<file path="src/rtl/serial_word_deserializer_if.sv">
// Serial-in / word-out bundle between a bit source and the word consumer.
// The master drives the serial side and the slave produces the word side.
interface serial_word_deserializer_if #(
    parameter int WIDTH = 16
);
    localparam int LW = $clog2(WIDTH) + 1;

    logic             data_i;
    logic             data_val_i;
    logic             flush_i;
    logic [WIDTH-1:0] deser_data_o;
    logic [LW-1:0]    deser_len_o;
    logic             deser_data_val_o;

    modport master (
        output data_i, data_val_i, flush_i,
        input  deser_data_o, deser_len_o, deser_data_val_o
    );

    modport slave (
        input  data_i, data_val_i, flush_i,
        output deser_data_o, deser_len_o, deser_data_val_o
    );
endinterface

</file>
<file path="src/rtl/serial_word_deserializer.sv">
// Packs an MSB-first serial stream into WIDTH-bit words; flush emits a
// zero-padded partial word together with its bit count.
module serial_word_deserializer #(
    parameter int WIDTH = 16
) (
    input  logic                         clk,
    input  logic                         srst_i,
    serial_word_deserializer_if.slave    bus
);
    localparam int LW = $clog2(WIDTH) + 1;
    localparam logic [WIDTH-1:0] MSB_ONE = {1'b1, {(WIDTH-1){1'b0}}};
    localparam logic [LW-1:0]    LAST    = LW'(WIDTH - 1);

    logic [WIDTH-1:0] sr_q, sr_d;
    logic [LW-1:0]    cnt_q, cnt_d;
    logic [WIDTH-1:0] data_q, data_d;
    logic [LW-1:0]    len_q, len_d;
    logic             val_q, val_d;

    logic [WIDTH-1:0] mask;
    logic [WIDTH-1:0] sr_acc;
    logic [LW-1:0]    n_eff;
    logic             complete;

    always_comb begin
        sr_d  = sr_q;
        cnt_d = cnt_q;
        data_d = data_q;
        len_d = len_q;
        val_d = 1'b0;

        // Word including this cycle's bit, so a coincident flush or completion sees it.
        mask     = MSB_ONE >> cnt_q;
        sr_acc   = sr_q;
        if (bus.data_val_i)
            sr_acc = (sr_q & ~mask) | (mask & {WIDTH{bus.data_i}});
        n_eff    = cnt_q + LW'(bus.data_val_i);
        complete = bus.data_val_i && (cnt_q == LAST);

        if (complete || (bus.flush_i && n_eff != '0)) begin
            val_d  = 1'b1;
            data_d = sr_acc;
            len_d  = n_eff;
            sr_d   = '0;
            cnt_d  = '0;
        end else if (bus.data_val_i) begin
            sr_d  = sr_acc;
            cnt_d = cnt_q + LW'(1);
        end
    end

    always_ff @(posedge clk or negedge srst_i) begin
        if (!srst_i) begin
            sr_q   <= '0;
            cnt_q  <= '0;
            data_q <= '0;
            len_q  <= '0;
            val_q  <= 1'b0;
        end else begin
            sr_q   <= sr_d;
            cnt_q  <= cnt_d;
            data_q <= data_d;
            len_q  <= len_d;
            val_q  <= val_d;
        end
    end

    assign bus.deser_data_o     = data_q;
    assign bus.deser_len_o      = len_q;
    assign bus.deser_data_val_o = val_q;
endmodule
</file>
<file path="src/flat_wrapper.sv">
// flat-port wrapper written by rule: the top's interface ports become plain ports
module serial_word_deserializer_flat 
#(
    parameter int WIDTH = 16
)
  (clk, srst_i, bus_data_i, bus_data_val_i, bus_flush_i, bus_deser_data_o, bus_deser_len_o, bus_deser_data_val_o);
  serial_word_deserializer_if #(.WIDTH(WIDTH)) bus_i ();
  input  logic clk;
  input  logic srst_i;
  input wire logic [$bits(bus_i.data_i)-1:0] bus_data_i;
  input wire logic [$bits(bus_i.data_val_i)-1:0] bus_data_val_i;
  input wire logic [$bits(bus_i.flush_i)-1:0] bus_flush_i;
  output wire logic [$bits(bus_i.deser_data_o)-1:0] bus_deser_data_o;
  output wire logic [$bits(bus_i.deser_len_o)-1:0] bus_deser_len_o;
  output wire logic [$bits(bus_i.deser_data_val_o)-1:0] bus_deser_data_val_o;
  assign bus_i.data_i = bus_data_i;
  assign bus_i.data_val_i = bus_data_val_i;
  assign bus_i.flush_i = bus_flush_i;
  assign bus_deser_data_o = bus_i.deser_data_o;
  assign bus_deser_len_o = bus_i.deser_len_o;
  assign bus_deser_data_val_o = bus_i.deser_data_val_o;
  serial_word_deserializer #(.WIDTH(WIDTH)) u_core (.clk(clk), .srst_i(srst_i), .bus(bus_i));
endmodule
</file>
<file path="config.mk">
export PLATFORM = sky130hd
export DESIGN_NAME = serial_word_deserializer_flat
export DESIGN_NICKNAME = d
export VERILOG_FILES = /design/src/rtl/serial_word_deserializer_if.sv /design/src/rtl/serial_word_deserializer.sv /design/src/flat_wrapper.sv
export SDC_FILE = /design/constraint.sdc
export NUM_CORES = 1
export LEC_CHECK = 0
export CORE_MARGIN = 8
export CORE_UTILIZATION = 35
export CTS_CLUSTER_SIZE = 16
export DETAILED_ROUTE_END_ITERATION = 7
export DONT_BUFFER_PORTS = 1
export PLACE_DENSITY = 0.49
export RECOVER_POWER = 50
export SYNTH_ARGS = -nofsm -noshare
export SYNTH_HDL_FRONTEND = slang
export SYNTH_SLANG_ARGS = --single-unit
</file>
<file path="constraint.sdc">
create_clock -name clk -period 1.85 [get_ports clk]
set_input_delay 0.185 -clock clk [delete_from_list [all_inputs] [get_ports clk]]
set_output_delay 0.185 -clock clk [all_outputs]
set_load 0.01 [all_outputs]
</file>
==> results of run 1 <==
==> Yosys cell counts, types with 2 or more instances <==
master / n / area (µm²)
inv_1: 21 / 78.8
nor2_1: 22 / 82.6
nand2_1: 17 / 63.8
nor4b_1: 2 / 17.5
mux2_2: 3 / 33.8
buf_6: 3 / 33.8
ha_1: 9 / 113
xor2_1: 2 / 17.5
buf_2: 5 / 25.0
mux2i_1: 32 / 320
and4bb_2: 2 / 25.0
a21oi_1: 5 / 25.0
nand4_1: 4 / 25.0
xnor2_1: 2 / 17.5
nor3_1: 5 / 25.0
dfrtp_1: 43 / 1080
a31oi_1: 2 / 12.5
==> cell families (layout without fill, tap and decap cells) <==
group | after synthesis | count (layout) | synth area share
flip-flops | 43 | 43 | 0.512
XOR/XNOR | 4 | 4 | 0.0167
multiplexers | 35 | 35 | 0.169
buffers and inverters | 30 | 55 | 0.0673
AND/OR/NAND/NOR | 59 | 59 | 0.136
AO/OA/AOI/OAI | 14 | 14 | 0.0453
adder cells (fa/ha/maj) | 9 | 9 | 0.0536
==> metal layers <==
| layer | part of all wire | up-vias | track usage | wire, µm |
|---|---|---|---|---|
| met2 | 0.50 | 23 | 0.196 | 2340 |
| met5 | 0 | - | 0 | 0 |
| li1 | - | 694 | - | - |
| met4 | 0.015 | 0 | 0.0443 | 69 |
| met3 | 0.049 | 6 | 0.0385 | 229 |
| met1 | 0.44 | 712 | 0.124 | 2080 |
==> sequential cells by signal, indices dropped and copies added (netlist names) <==
| signal | count |
|---|---|
| u_core.bus.deser_data_o | 16 |
| u_core.bus.deser_data_val_o | 1 |
| u_core.bus.deser_len_o | 5 |
| u_core.cnt_q | 5 |
| u_core.sr_q | 16 |
==> stage by stage <==
step	instance area [µm²]	std cells	TNS, ns	setup WS [ns]
2_1_floorplan	2130	194	-1.88	-0.102
3_3_place_gp	2310	277	-1.62	-0.0876
3_5_place_dp	2310	277	-3.21	-0.141
4_1_cts	2550	289	-4.38	-0.167
5_1_grt	2740	294	-6.94	-0.228
6_report	2740	294	-4.14	-0.162
==> worst max-delay path: cells and delay by family (launching register included) <==
| family | cells | cell delay (ns) |
|---|---|---|
| AND/OR/NAND/NOR | 2 | 0.32 |
| flip-flops | 1 | 0.40 |
| adder cells (fa/ha/maj) | 2 | 0.42 |
| buffers and inverters | 3 | 0.44 |
| AO/OA/AOI/OAI | 2 | 0.35 |
==> how the worst min path moves through the flow <==
stage | cells past startpoint | slack (ns) | startpoint | end
floorplan | 0 | -0.11 | srst_i | u_core.bus.deser_data_o[0]
global placement | 0 | -0.11 | srst_i | u_core.bus.deser_data_o[14]
detailed placement | 0 | -0.11 | srst_i | u_core.cnt_q[4]
CTS | 2 | 0.07 | bus_data_i | u_core.sr_q[2]
global route | 2 | 0.08 | bus_data_i | u_core.sr_q[3]
finish | 2 | 0.08 | bus_data_i | u_core.sr_q[3]
==> layout make-up <==
| class | instances | area (µm²) |
|---|---|---|
| repair buffers | 26 | 299 |
| multi-input cells | 121 | 1060 |
| fillers | 542 | 3110 |
| well taps | 75 | 93.8 |
| flip-flops and latches | 43 | 1080 |
| clock inverters | 3 | 67.6 |
| inverters | 21 | 78.8 |
| clock buffers | 5 | 68.8 |
==> power by group <==
part | switching, mW | internal (mW)
combinational | 0.609 | 0.663
sequential | 0.124 | 1.07
clock | 0.333 | 0.538
total | 1.07 | 2.27
==> repair_timing <==
action,in CTS,in global routing
cloned,1,2
endpoints found under the hold margin,43,0
gates resized for setup,7,32
pin swaps,1,7
setup buffers,2,4
setup endpoints to repair,42,42
hold buffers,2,0
==> impl_metrics.tcl, run 1 <==
set metrics [dict create \
    area_growth_pct 30.6 \
    grt_overflow 0 \
    cpMaxStageDelayCell "dfrtp_1" \
    clockBufferDepth 2 \
    rr_startpoint "u_core.cnt_q[0]" \
    min_period_ns 2.01 \
    layout_commonest_cell "dfrtp_1" \
    start_kind "flop" \
    syn_area_um2 2100 \
    syn_avg_cell_area_um2 10.8 \
    synth_ff_type "dfrtp_1" \
    dieArea_um2 8740 \
    critPathCapture "u_core.sr_q[10]" \
    antenna_found_initial 0 \
    rr_worst_depth 9 \
    insertion_delay_ns 0.30 \
    worstMarginPinSlew_ns 1.09 \
    mostFrequentLayoutCells "dfrtp_1, mux2i_1, inv_1" \
    path_clk_slew_ns 0.09 \
    worstPathArrival_ns 2.24 \
    syn_nets 208 \
    fin_crit_sh 1.09 \
    worstSetupEndpointType "flop" \
    cts_sinks 43 \
    synth_cells 194 \
    antenna_cells 0 \
    drv_cap 0 \
    grt_pass1_vias 1574 \
    drt-total-wl_um 4710 \
    r2r-end "u_core.sr_q[10]" \
    grt_pass1_wl_um 7820 \
    vias 1435 \
    critPathLaunch "u_core.cnt_q[0]" \
    synth_edf_count 0 \
    fin_ws_ns -0.162 \
    htreeDepth 2 \
    ys_seq_elements 43 \
    worstPathRequired_ns 2.08 \
    cts-root-buf "clkbuf_8" \
    synthArstFlopShare 1.00 \
    place_hpwl_um 2960 \
    maxSlewHeadroom 0.274 \
    status "complete, but fails checks" \
    p_leak_nw 1.28 \
    drive_gt1_frac 0.315 \
    finClkSkew_ns 0.00594 \
    die_h_um 93.5 \
    rsz0062_at_grt "true" \
    start_util 0.359 \
    nets 232 \
    finalHoldViolCount 0 \
    ios 27 \
    hold_path.class "input port to flop" \
    power_mw 3.34 \
    ant_nets 0 \
    final_util 0.469 \
    design.core.area_um2 5850 \
    crit_top_cell "buf_12" \
    crit_type "flop to flop" \
    ys_seq_area_frac 0.512 \
    first_pass_iters 5 \
    cts_buffers 5 \
    path_cells "ha_2 -> ha_4 -> or2_4 -> a211oi_4 -> a31oi_4 -> buf_12 -> buf_12 -> clkbuf_16 -> nor2_2" \
    place.gp.congestion 0.788 \
    maxSlewViolCount 0 \
    ys_types 32 \
    setup_viol 36 \
    vdd_drop_max_v 0.000470 \
    r2r_slack_ns -0.16 \
    holdWs_ns 0.0816 \
    portBuffers 0 \
    viasPerCell 4.88 \
    yosysWarnings 0 \
    grt_max_degree 44 \
    max_stage_delay_ns 0.40 \
    track_usage 0.113 \
    fp-row-count 28 \
    cp_max_fo 6 \
    violations "negative setup slack" \
    wl_per_cell_um 16.0 \
    cts_tree "done" \
    drtIter0Drc 44 \
    drc 0 \
    die_w_um 93.5 \
    power_density_nw_per_um2 1220 \
    timing.fmax_ghz 0.497 \
]
Power figures use the tool's default switching activity.
==> run 2: changes to the inputs <==
--- a/config.mk
+++ b/config.mk
@@ -10,6 +10,7 @@
 export CTS_CLUSTER_SIZE = 16
 export DETAILED_ROUTE_END_ITERATION = 7
 export DONT_BUFFER_PORTS = 1
+export GPL_TIMING_DRIVEN = 0
 export PLACE_DENSITY = 0.49
 export RECOVER_POWER = 50
 export SYNTH_ARGS = -nofsm -noshare
==> impl_metrics.tcl, run 2 (same netlist as run 1, synthesis figures left out) <==
set metrics [dict create \
    cts_tree "done" \
    worstMarginPinSlew_ns 1.06 \
    area_growth_pct 20.1 \
    cts_sinks 43 \
    min_period_ns 2.01 \
    ios 27 \
    cts-root-buf "clkbuf_8" \
    htreeDepth 2 \
    design.core.area_um2 5850 \
    setup_tns_ns -4.44 \
    power_density_nw_per_um2 1120 \
    worstPathArrival_ns 2.18 \
    vdd_drop_max_v 0.000423 \
    r2r-end "u_core.bus.deser_data_o[1]" \
    mostFrequentLayoutCells "dfrtp_1, mux2i_1, inv_1, nor2_1, nand2_1" \
    p_leak_nw 1.21 \
    rr_startpoint "u_core.cnt_q[0]" \
    cts_buffers 5 \
    met3_length_um 235 \
    r2r_slack_ns -0.16 \
    path_clk_slew_ns 0.09 \
    maxSlewHeadroom 0.295 \
    crit_type "flop to flop" \
    dieArea_um2 8740 \
    drive_gt1_frac 0.253 \
    maxSlewViolCount 0 \
    insertion_delay_ns 0.30 \
    worstPathRequired_ns 2.02 \
    timing.fmax_ghz 0.497 \
    status "complete, but fails checks" \
    viasPerCell 4.84 \
    track_usage 0.112 \
    critPathLaunch "u_core.cnt_q[0]" \
    finalHoldViolCount 0 \
    grt_overflow 0 \
    wl_met1_um 2010 \
    fillers 569 \
    nets 230 \
    routed.top_layer "met4" \
    finClkSkew_ns 0.00755 \
    cp_max_fo 5 \
    setup_viol 38 \
    place_hpwl_um 3050 \
    die_h_um 93.5 \
    clockBufferDepth 2 \
    wl_per_cell_um 15.8 \
    violations "negative setup slack" \
    antenna_found_initial 0 \
    drv_cap 0 \
    rr_worst_depth 8 \
    power_mw 2.83 \
    route.met2.wl_um 2300 \
    hold_path.class "input port to flop" \
    first_pass_iters 4 \
    drt-total-wl_um 4610 \
    drtIter0Drc 30 \
    drc 0 \
    dp.cells 269 \
    grt_max_degree 44 \
    finalInstanceArea_um2 2520 \
    holdPathStages 2 \
    antenna_cells 0 \
    place.gp.congestion 0.773 \
    die_w_um 93.5 \
    fp-row-count 28 \
    vias 1413 \
    critPathCapture "u_core.bus.deser_data_o[1]" \
    ant_nets 0 \
    fin_crit_sh 1.09 \
    layout_commonest_cell "dfrtp_1" \
    grt_pass1_vias 1521 \
    start_kind "flop" \
    holdWs_ns 0.0940 \
    worstSetupEndpointType "flop" \
    grt_pass1_wl_um 7760 \
    start_util 0.359 \
    dpl-instance-area_um2 2220 \
    fin_ws_ns -0.161 \
    portBuffers 0 \
    rsz0062_at_grt "true" \
    instances_no_fill 292 \
]
==> run 2: cell types whose count changed in the layout (fill, tap and decap cells not counted), sizes merged <==
cell | before | now
buf | 22 | 21
clkinv | 0 | 1
clkinvlp | 1 | 2
bufinv | 2 | 0
clkbuf | 8 | 7
==> run 2: power breakdown <==
part / total [mW] / switching (mW) / internal, mW
sequential: 1.20 / 0.129 / 1.08
combinational: 1.03 / 0.519 / 0.513
clock: 0.593 / 0.330 / 0.263
total: 2.83 / 0.978 / 1.85
==> run 2: repair_timing <==
item | CTS | global route
endpoints found under the setup margin | 42 | 42
endpoints found under the hold margin | 43 | 0
pin swaps | 4 | 2
resized for setup | 19 | 4
gates cloned | 1 | 0
buffers inserted | 10 | 3
hold buffers | 2 | 0
==> run 2: layout make-up <==
class,instances,area (µm²),area share
multi-input combinational,121,993,0.394
inverter,21,78.8,0.0312
clock buffer,5,68.8,0.0273
sequential,43,1080,0.428
buffer,9,78.8,0.0312
timing repair buffer,15,110,0.0436
tap,75,93.8,0.0372
clock inverter,3,20.0,0.00793
==> run 2: metrics by stage <==
stage | utilization | setup slack (ns)
after global routing | 0.431 | -0.231
after global placement | 0.379 | -0.302
after floorplan | - | -0.102
after detailed placement | 0.379 | -0.355
after CTS | 0.430 | -0.167
final | 0.431 | -0.161
==> run 2: how the worst min path moves through the flow <==
stage / to / slack, ns / from
detailed placement: u_core.bus.deser_data_o[14] / -0.11 / srst_i
global placement: u_core.bus.deser_data_o[14] / -0.11 / srst_i
CTS: u_core.sr_q[8] / 0.09 / bus_data_i
global route: u_core.sr_q[15] / 0.09 / bus_data_i
floorplan: u_core.bus.deser_data_o[0] / -0.11 / srst_i
finish: u_core.sr_q[11] / 0.09 / bus_data_i
==> run 2: worst max-delay path, stage by stage (launching register included) <==
cell and delay [ns]:
dfrtp_2 0.47, ha_4 0.19, ha_4 0.21, or2_4 0.24
a211oi_4 0.22, a31oi_4 0.14, buf_2 0.18, buf_4 0.14
mux2i_1 0.11
==> run 2: per-layer routing <==
| layer | track usage | vias to the layer above |
|---|---|---|
| li1 | - | 685 |
| met1 | 0.133 | 704 |
| met2 | 0.184 | 18 |
| met3 | 0.0393 | 6 |
| met4 | 0.0362 | 0 |
| met5 | 0 | - |
==> run 3: changes to the inputs <==
--- a/config.mk
+++ b/config.mk
@@ -5,6 +5,7 @@
 export SDC_FILE = /design/constraint.sdc
 export NUM_CORES = 1
 export LEC_CHECK = 0
+export CORE_ASPECT_RATIO = 0.8
 export CORE_MARGIN = 8
 export CORE_UTILIZATION = 35
 export CTS_CLUSTER_SIZE = 16
@@ -13,6 +14,7 @@
 export GPL_TIMING_DRIVEN = 0
 export PLACE_DENSITY = 0.49
 export RECOVER_POWER = 50
+export SETUP_SLACK_MARGIN = 0.5
 export SYNTH_ARGS = -nofsm -noshare
 export SYNTH_HDL_FRONTEND = slang
 export SYNTH_SLANG_ARGS = --single-unit
==> impl_metrics.tcl, run 3 (same netlist as run 1, synthesis figures left out) <==
set metrics [dict create \
    status "complete, but fails checks" \
    violations "negative setup slack" \
    maxSlewHeadroom 0.310 \
    route.met2.wl_um 1990 \
    ios 27 \
    layout_commonest_cell "dfrtp_1" \
    place.gp.congestion 0.803 \
    cts_sinks 43 \
    hold_path.class "input port to flop" \
    fillers 578 \
    vdd_drop_max_v 0.000399 \
    htreeDepth 2 \
    fp-row-count 25 \
    drt-total-wl_um 4380 \
    crit_type "flop to flop" \
    fin_crit_sh 1.07 \
    crit_top_cell "ha_4" \
    cts-root-buf "clkbuf_8" \
    fin_ws_ns -0.120 \
    ant_nets 0 \
    path_clk_slew_ns 0.08 \
    antenna_cells 0 \
    nets 227 \
    power_density_nw_per_um2 1110 \
    start_util 0.359 \
    worstSetupEndpointType "flop" \
    antenna_found_initial 0 \
    cts_buffers 5 \
    viasPerCell 4.74 \
    maxSlewViolCount 0 \
    worstPathArrival_ns 2.13 \
    grt_overflow 0 \
    critPathLaunch "u_core.cnt_q[0]" \
    finClkSkew_ns 0.00480 \
    vias 1393 \
    rsz0062_at_grt "true" \
    p_leak_nw 1.21 \
    wl_met1_um 2090 \
    setup_viol 37 \
    cts_tree "done" \
    met3_length_um 288 \
    worstPathRequired_ns 2.01 \
    r2r_slack_ns -0.12 \
    timing.fmax_ghz 0.508 \
    die_h_um 85.3 \
    critPathCapture "u_core.bus.deser_data_o[5]" \
    drc 0 \
    rr_worst_depth 8 \
    place_hpwl_um 3080 \
    insertion_delay_ns 0.28 \
    first_pass_iters 3 \
    area_growth_pct 19.2 \
    cp_max_fo 10 \
    drv_cap 0 \
    min_period_ns 1.97 \
    power_mw 2.79 \
    mostFrequentLayoutCells "dfrtp_1, mux2i_1, inv_1" \
    grt_max_degree 44 \
    start_kind "flop" \
    die_w_um 103 \
    rr_startpoint "u_core.cnt_q[0]" \
    track_usage 0.113 \
    finalHoldViolCount 0 \
    routed.top_layer "met4" \
    max_stage_delay_ns 0.46 \
    instances_no_fill 294 \
    wl_per_cell_um 14.9 \
    clockBufferDepth 2 \
    dieArea_um2 8750 \
    cpMaxStageDelayCell "dfrtp_2" \
    path_cells "ha_4 -> ha_4 -> or2_4 -> a211oi_4 -> a31oi_1 -> buf_6 -> buf_12 -> mux2i_1" \
    portBuffers 0 \
    design.core.area_um2 5850 \
    dp.cells 275 \
    grt_pass1_vias 1564 \
    drtIter0Drc 23 \
    grt_pass1_wl_um 7800 \
    r2r-end "u_core.bus.deser_data_o[5]" \
    drive_gt1_frac 0.235 \
    worstMarginPinSlew_ns 1.04 \
]
[run 3: routing by layer]
metal,GRT usage,up-vias
met4,0.0213,0
met1,0.144,689
met5,0,-
met3,0.0442,2
li1,-,681
met2,0.176,21
[run 3: how the worst min path moves through the flow]
stage	from	to	depth (start not counted)	slack, ns
2_1_floorplan	srst_i	u_core.bus.deser_data_o[0]	0	-0.11
3_3_place_gp	srst_i	u_core.bus.deser_data_o[14]	0	-0.11
3_5_place_dp	srst_i	u_core.sr_q[13]	0	-0.11
4_1_cts	bus_flush_i	u_core.bus.deser_len_o[4]	2	0.09
5_1_grt	bus_data_i	u_core.sr_q[12]	2	0.10
6_report	bus_flush_i	u_core.bus.deser_len_o[4]	2	0.10
[run 3: through the flow]
step                utilization  hold slack, ns  worst slack (ns)  area, µm²  setup TNS, ns
floorplan                     -          -0.111            -0.102       2130          -1.88
global placement          0.381          -0.109            -0.298       2230          -8.72
detailed placement        0.381          -0.109            -0.346       2230          -9.86
CTS                       0.429          0.0933            -0.101       2510          -2.38
global route              0.428           0.101            -0.190       2500          -5.70
finish                    0.428           0.103            -0.120       2500          -2.95
[run 3: timing repair]
item                                    CTS  global route
gates cloned                              0             0
gates resized for setup                  20             5
hold buffers                              2             0
buffers inserted                         10             0
pin swaps                                 8             0
hold endpoints to repair                 43             0
endpoints found under the setup margin   43            43
[run 3: critical path, delay by kind of cell (launching register included)]
family / cells / cell delay [ns]
compound gates: 2 / 0.31
fa+ha+maj: 2 / 0.40
buf+inv: 2 / 0.31
flops: 1 / 0.46
mux: 1 / 0.12
simple gates: 1 / 0.24
[run 3: layout make-up]
cell class | count | area (µm²) | area share
sequential | 43 | 1080 | 0.431
multi-input combinational | 121 | 980 | 0.391
tap | 81 | 101 | 0.0405
timing repair buffer | 12 | 97.6 | 0.0390
clock buffer | 6 | 82.6 | 0.0330
buffer | 9 | 78.8 | 0.0315
inverter | 21 | 78.8 | 0.0315
clock inverter | 1 | 5.00 | 0.00200
[run 3: report_power, final]
part           internal, mW  total, mW  switching, mW
logic                 0.492      0.996          0.504
registers              1.08       1.21          0.132
clock network         0.293      0.588          0.295
total                  1.86       2.79          0.930
